### src/rtl/soc_pkg.sv
// ============================================================================
// Module   : soc_pkg
// Brief    : Shared types for the RAM-port arbiter.
// Revision : 1.0
// ============================================================================
`default_nettype none

package soc_pkg;

    typedef enum logic [1:0] {
        ARB_IDLE  = 2'd0,
        ARB_GRANT = 2'd1,
        ARB_GAP   = 2'd2
    } arb_state_e;

    typedef enum logic [0:0] {
        ARB_M0 = 1'b0,
        ARB_M1 = 1'b1
    } arb_master_e;

endpackage

`default_nettype wire

### src/rtl/wb_ram_arb_watchdog.sv
// ============================================================================
// Module   : wb_ram_arb_watchdog
// Brief    : Counts unacknowledged grant cycles and flags expiry.
// Revision : 1.0
// ============================================================================
`default_nettype none

module wb_ram_arb_watchdog #(
    parameter int TIMEOUT_CYCLES = 64
) (
    input  logic clk,
    input  logic rst_ni,
    input  logic clear,
    input  logic enable,
    output logic expire
);

    generate
        if (TIMEOUT_CYCLES == 0) begin : g_disabled
            logic w_unused;
            assign w_unused = &{1'b0, clk, rst_ni, clear, enable};
            assign expire   = 1'b0;
        end else begin : g_enabled
            localparam int                C_CNT_W = $clog2(TIMEOUT_CYCLES);
            localparam logic [C_CNT_W-1:0] C_LAST = C_CNT_W'(TIMEOUT_CYCLES - 1);

            logic [C_CNT_W-1:0] r_cnt;

            always_ff @(posedge clk or negedge rst_ni) begin
                if (!rst_ni) begin
                    r_cnt <= '0;
                end else if (clear) begin
                    r_cnt <= '0;
                end else if (enable) begin
                    r_cnt <= r_cnt + 1'b1;
                end
            end

            // Expiry is only meaningful while counting; the FSM leaves GRANT on it.
            assign expire = enable && (r_cnt == C_LAST);
        end
    endgenerate

endmodule

`default_nettype wire

### src/rtl/wb_ram_arbiter.sv
// ============================================================================
// Module   : wb_ram_arbiter
// Brief    : Round-robin two-master Wishbone arbiter with gap cycle and watchdog.
// Revision : 1.0
// ============================================================================
`default_nettype none

module wb_ram_arbiter
    import soc_pkg::*;
#(
    parameter int WB_ADDR_WIDTH  = 32,
    parameter int TIMEOUT_CYCLES = 64
) (
    input  logic                     wb_clk_i,
    input  logic                     rst_ni,

    input  logic                     m0_cyc_i,
    input  logic                     m0_stb_i,
    input  logic                     m0_we_i,
    input  logic [WB_ADDR_WIDTH-1:0] m0_addr_i,
    input  logic [31:0]              m0_wdata_i,
    output logic [31:0]              m0_rdata_o,
    output logic                     m0_ack_o,
    output logic                     m0_err_o,

    input  logic                     m1_cyc_i,
    input  logic                     m1_stb_i,
    input  logic                     m1_we_i,
    input  logic [WB_ADDR_WIDTH-1:0] m1_addr_i,
    input  logic [31:0]              m1_wdata_i,
    output logic [31:0]              m1_rdata_o,
    output logic                     m1_ack_o,
    output logic                     m1_err_o,

    output logic                     s_cyc_o,
    output logic                     s_stb_o,
    output logic                     s_we_o,
    output logic [WB_ADDR_WIDTH-1:0] s_addr_o,
    output logic [31:0]              s_wdata_o,
    input  logic [31:0]              s_rdata_i,
    input  logic                     s_ack_i,

    output logic [1:0]               grant_o,
    output logic                     timeout_o
);

    arb_state_e  r_state, w_state_nxt;
    arb_master_e r_owner, w_owner_nxt;
    arb_master_e r_last,  w_last_nxt;

    logic w_req0, w_req1, w_in_grant, w_own_cyc, w_expire;

    assign w_req0     = m0_cyc_i & m0_stb_i;
    assign w_req1     = m1_cyc_i & m1_stb_i;
    assign w_in_grant = (r_state == ARB_GRANT);
    assign w_own_cyc  = (r_owner == ARB_M0) ? m0_cyc_i : m1_cyc_i;

    wb_ram_arb_watchdog #(
        .TIMEOUT_CYCLES (TIMEOUT_CYCLES)
    ) u_watchdog (
        .clk    (wb_clk_i),
        .rst_ni (rst_ni),
        .clear  (!w_in_grant),
        .enable (w_in_grant & ~s_ack_i),
        .expire (w_expire)
    );

    always_ff @(posedge wb_clk_i or negedge rst_ni) begin
        if (!rst_ni) begin
            r_state <= ARB_IDLE;
            r_owner <= ARB_M0;
            r_last  <= ARB_M1;
        end else begin
            r_state <= w_state_nxt;
            r_owner <= w_owner_nxt;
            r_last  <= w_last_nxt;
        end
    end

    always_comb begin
        w_state_nxt = r_state;
        w_owner_nxt = r_owner;
        w_last_nxt  = r_last;
        case (r_state)
            ARB_IDLE: begin
                if (w_req0 && w_req1) begin
                    // Contention goes to whoever was not served last.
                    w_owner_nxt = (r_last == ARB_M0) ? ARB_M1 : ARB_M0;
                    w_state_nxt = ARB_GRANT;
                end else if (w_req0) begin
                    w_owner_nxt = ARB_M0;
                    w_state_nxt = ARB_GRANT;
                end else if (w_req1) begin
                    w_owner_nxt = ARB_M1;
                    w_state_nxt = ARB_GRANT;
                end
            end
            ARB_GRANT: begin
                if (s_ack_i || !w_own_cyc || w_expire) begin
                    w_last_nxt  = r_owner;
                    w_state_nxt = ARB_GAP;
                end
            end
            ARB_GAP:  w_state_nxt = ARB_IDLE;
            default:  w_state_nxt = ARB_IDLE;
        endcase
    end

    always_comb begin
        s_cyc_o    = 1'b0;
        s_stb_o    = 1'b0;
        s_we_o     = 1'b0;
        s_addr_o   = '0;
        s_wdata_o  = '0;
        m0_rdata_o = '0;
        m0_ack_o   = 1'b0;
        m0_err_o   = 1'b0;
        m1_rdata_o = '0;
        m1_ack_o   = 1'b0;
        m1_err_o   = 1'b0;
        if (w_in_grant) begin
            s_cyc_o = 1'b1;
            s_stb_o = 1'b1;
            if (r_owner == ARB_M0) begin
                s_we_o     = m0_we_i;
                s_addr_o   = m0_addr_i;
                s_wdata_o  = m0_wdata_i;
                m0_rdata_o = s_rdata_i;
                m0_ack_o   = s_ack_i;
                m0_err_o   = w_expire;
            end else begin
                s_we_o     = m1_we_i;
                s_addr_o   = m1_addr_i;
                s_wdata_o  = m1_wdata_i;
                m1_rdata_o = s_rdata_i;
                m1_ack_o   = s_ack_i;
                m1_err_o   = w_expire;
            end
        end
    end

    assign grant_o   = w_in_grant ? ((r_owner == ARB_M0) ? 2'b01 : 2'b10) : 2'b00;
    assign timeout_o = w_expire;

endmodule

`default_nettype wire
### config.mk
export PLATFORM = sky130hd
export DESIGN_NAME = wb_ram_arbiter
export DESIGN_NICKNAME = d
export VERILOG_FILES = /design/src/rtl/soc_pkg.sv /design/src/rtl/wb_ram_arb_watchdog.sv /design/src/rtl/wb_ram_arbiter.sv
export SDC_FILE = /design/constraint.sdc
export NUM_CORES = 1
export LEC_CHECK = 0
export BUFFER_PORTS_ARGS = -buffer_cell sky130_fd_sc_hd__buf_2
export CAP_MARGIN = 20
export CORE_AREA = 2 2 119 121
export DETAILED_ROUTE_END_ITERATION = 10
export DIE_AREA = 0 0 121 123
export HOLD_SLACK_MARGIN = 0.1
export PLACE_DENSITY_LB_ADDON = 0.08
export SLEW_MARGIN = 0
export SYNTH_ARGS = -nofsm -noshare
export SYNTH_HDL_FRONTEND = slang
export SYNTH_SLANG_ARGS = --single-unit
### constraint.sdc
create_clock -name wb_clk_i -period 2.15 [get_ports wb_clk_i]
set_input_delay 0.215 -clock wb_clk_i [delete_from_list [all_inputs] [get_ports wb_clk_i]]
set_output_delay 0.215 -clock wb_clk_i [all_outputs]
set_load 0.03 [all_outputs]
==> out/qor.csv <==
metric,value,unit
status,"finished, final reports clean",
place.gp.congestion,0.692,
setup_tns,0,ps
synth_top_family_by_area,simple AND/OR/NAND/NOR gates,
post-route-util,27.9,%
power,0.00503,W
synthAdderAreaFrac,0.629,%
synth_area,1990,um2
drt-initial-drc-count,68,
drc,0,
n_antenna_cell,0,
synth_area_leader_cell,mux2i_1,
pin_count,307,
worst_pin_slew,420,ps
placed_area,3700,um2
die_h,123,um
syn2layout_area_growth,91.3,%
critPathMaxStageDelay,400,ps
cp_top_family,simple AND/OR/NAND/NOR gates,
viasPerCell,3.86,
cts_tree,yes,
grt_pass1_vias,2616,
clock.fmax,0.507,GHz
fp-row-count,43,
cts.repair.resized,0,
period_share,91.8,%
synth_simple_gate_area_share,39.6,%
hpwl,8730,um
cp_max_fo,34,
crit_type,reg -> out,
ir_worst_vdd,0.000563,V
dr.pass1.iters,4,
worstSetupEndpointType,primary output,
rsz0062_at_grt,no,
critPathBufInv,2,
postRouteAntennaNets,0,
port_buffers,306,
antenna_found_initial,1,
maxCapViolCount,0,
yosys_warnings,0,
layout_common_cells,"306 x buf_2, 72 x nor2_1, 67 x mux2i_1",
yosysTopAreaCellShare,33.7,%
hp-class,in -> reg,
die_x,121,um
synth_ff_type,dfrtp_1,
grt_use_total,12.1,%
grt_max_degree,41,
clkLatencyLatePin,240,ps
cts_buffers,3,
path_cells,nand2b_2 -> nor2_2 -> buf_4 -> and2_1 -> buf_2,
ys_types,35,
synth_edf_count,0,
synth_xor_area_share,1.76,%
netlist_instances,273,
finalMaxSlewViolations,0,
drive_gt1_share,58.5,%
power_density,1320,nW/um2
core_area,13600,um2
gr-total-overflow,0,
synthMuxAreaShare,33.7,%
post_drt_wl_per_cell,13.7,um
async_reset_ff_share,100,%
clkSlewWorstSetupHoldPaths,40,ps
grt_pass1_wl,14000,um
drt_wl_total,10300,um
cts_root_buf,clkbuf_16,
cts_buffer_depth,2,
max-slew-margin-rel,72.0,%
finalSetupViolCount,0,
cpMaxStageDelayCell,dfrtp_1,
worstPathArrival,1760,ps
fin_skew,1.33,ps
crit_path_start_kind,flip-flop,
cts.sinks,10,
syn_nets,443,
mostFrequentLayoutCell,buf_2,
layout_min_cycle_time,1970,ps
num_vias,2890,
yosys_register_bits,10,
p_leak,2.40,nW
initial_core_util,14.6,%
final_net_count,739,
avgSynthCellArea,7.28,um2
die-area,14900,um2
yosysSeqAreaShare,12.6,%
synth_compound_area_share,4.09,%
cp.required,1930,ps
synthTopCellsByArea,"mux2i_1 34%, and2_1 20%, nor2_1 14%",
htreeDepth,1,
hold_viol_final,0,
post_cts_buffers,0,
fin_area,3800,um2
-- flip-flops by register name, summed over array words and instances, names as in the netlist --
name	cells
r_owner	1
u_watchdog.g_enabled.r_cnt	6
r_state	2
r_last	1
-- layer usage --
metal  GRT usage [%]  share of wire (%)  up-vias
met5               0                  0        -
met4            1.82               0.59        0
met3            2.86                9.9        4
met2            23.9                 54      171
met1            13.3                 36     1237
li1                -                  -     1478
-- layout make-up --
| class | count | area, um2 |
|---|---|---|
| sequential | 10 | 255 |
| fill | 1530 | 9810 |
| timing repair buffer | 316 | 1630 |
| multi-input combinational | 235 | 1590 |
| tap | 180 | 225 |
| clock buffer | 4 | 88.8 |
| inverter | 3 | 11.3 |
-- synth_stat cells, types with 2 or more instances --
| cell | number |
|---|---|
| and2_1 | 64 |
| and2_2 | 2 |
| buf_1 | 4 |
| buf_2 | 15 |
| buf_4 | 5 |
| dfrtp_1 | 9 |
| inv_1 | 2 |
| mux2i_1 | 67 |
| nand2_1 | 4 |
| nor2_1 | 72 |
| nor2_2 | 2 |
| nor3_1 | 2 |
| xnor2_1 | 2 |
| xor2_1 | 2 |
-- worst min-delay path: stages --
cell and delay (ps):
buf_2 100, nand2_1 80, o41ai_1 90
-- timing repair --
item	in CTS	in global routing
endpoints found under the setup margin	0	0
hold endpoints to repair	10	0
hold buffers	1	0
-- cell families after synthesis --
kind of cell,Yosys count
xor gates and xnor gates,4
DFF,10
muxes,67
AOI/OAI and AO/OA,9
adders and majority gates,1
buffers and inverters,28
and+or+nand+nor,154
-- worst paths after layout --
kind	depth (start not counted)	to	from	slack [ps]
min in group asynchronous	2	r_state[1]	rst_ni	390
setup reg to reg	4	r_last	r_owner	520
max in group asynchronous	2	r_last	rst_ni	1500
setup / recovery	5	m0_rdata_o[31]	r_state[1]	180
hold / removal	3	r_owner	m1_stb_i	290
hold reg to reg	1	r_owner	r_state[1]	530
-- per-stage QoR --
| step | setup slack [ps] | cells | hold WS [ps] |
|---|---|---|---|
| floorplan | 372 | 273 | -80.6 |
| detailed placement | 394 | 743 | 98.9 |
| global placement | 390 | 743 | 99.6 |
| CTS | 141 | 748 | 296 |
| finish | 177 | 748 | 293 |
| global route | 82.7 | 748 | 318 |
-- where the power goes --
group / internal [W] / total (W) / switching (W)
Combinational: 0.00143 / 0.00430 / 0.00287
Clock: 0.000280 / 0.000368 / 0.0000879
Sequential: 0.000252 / 0.000363 / 0.000112
Total: 0.00196 / 0.00503 / 0.00307
Power figures use the tool's default switching activity.
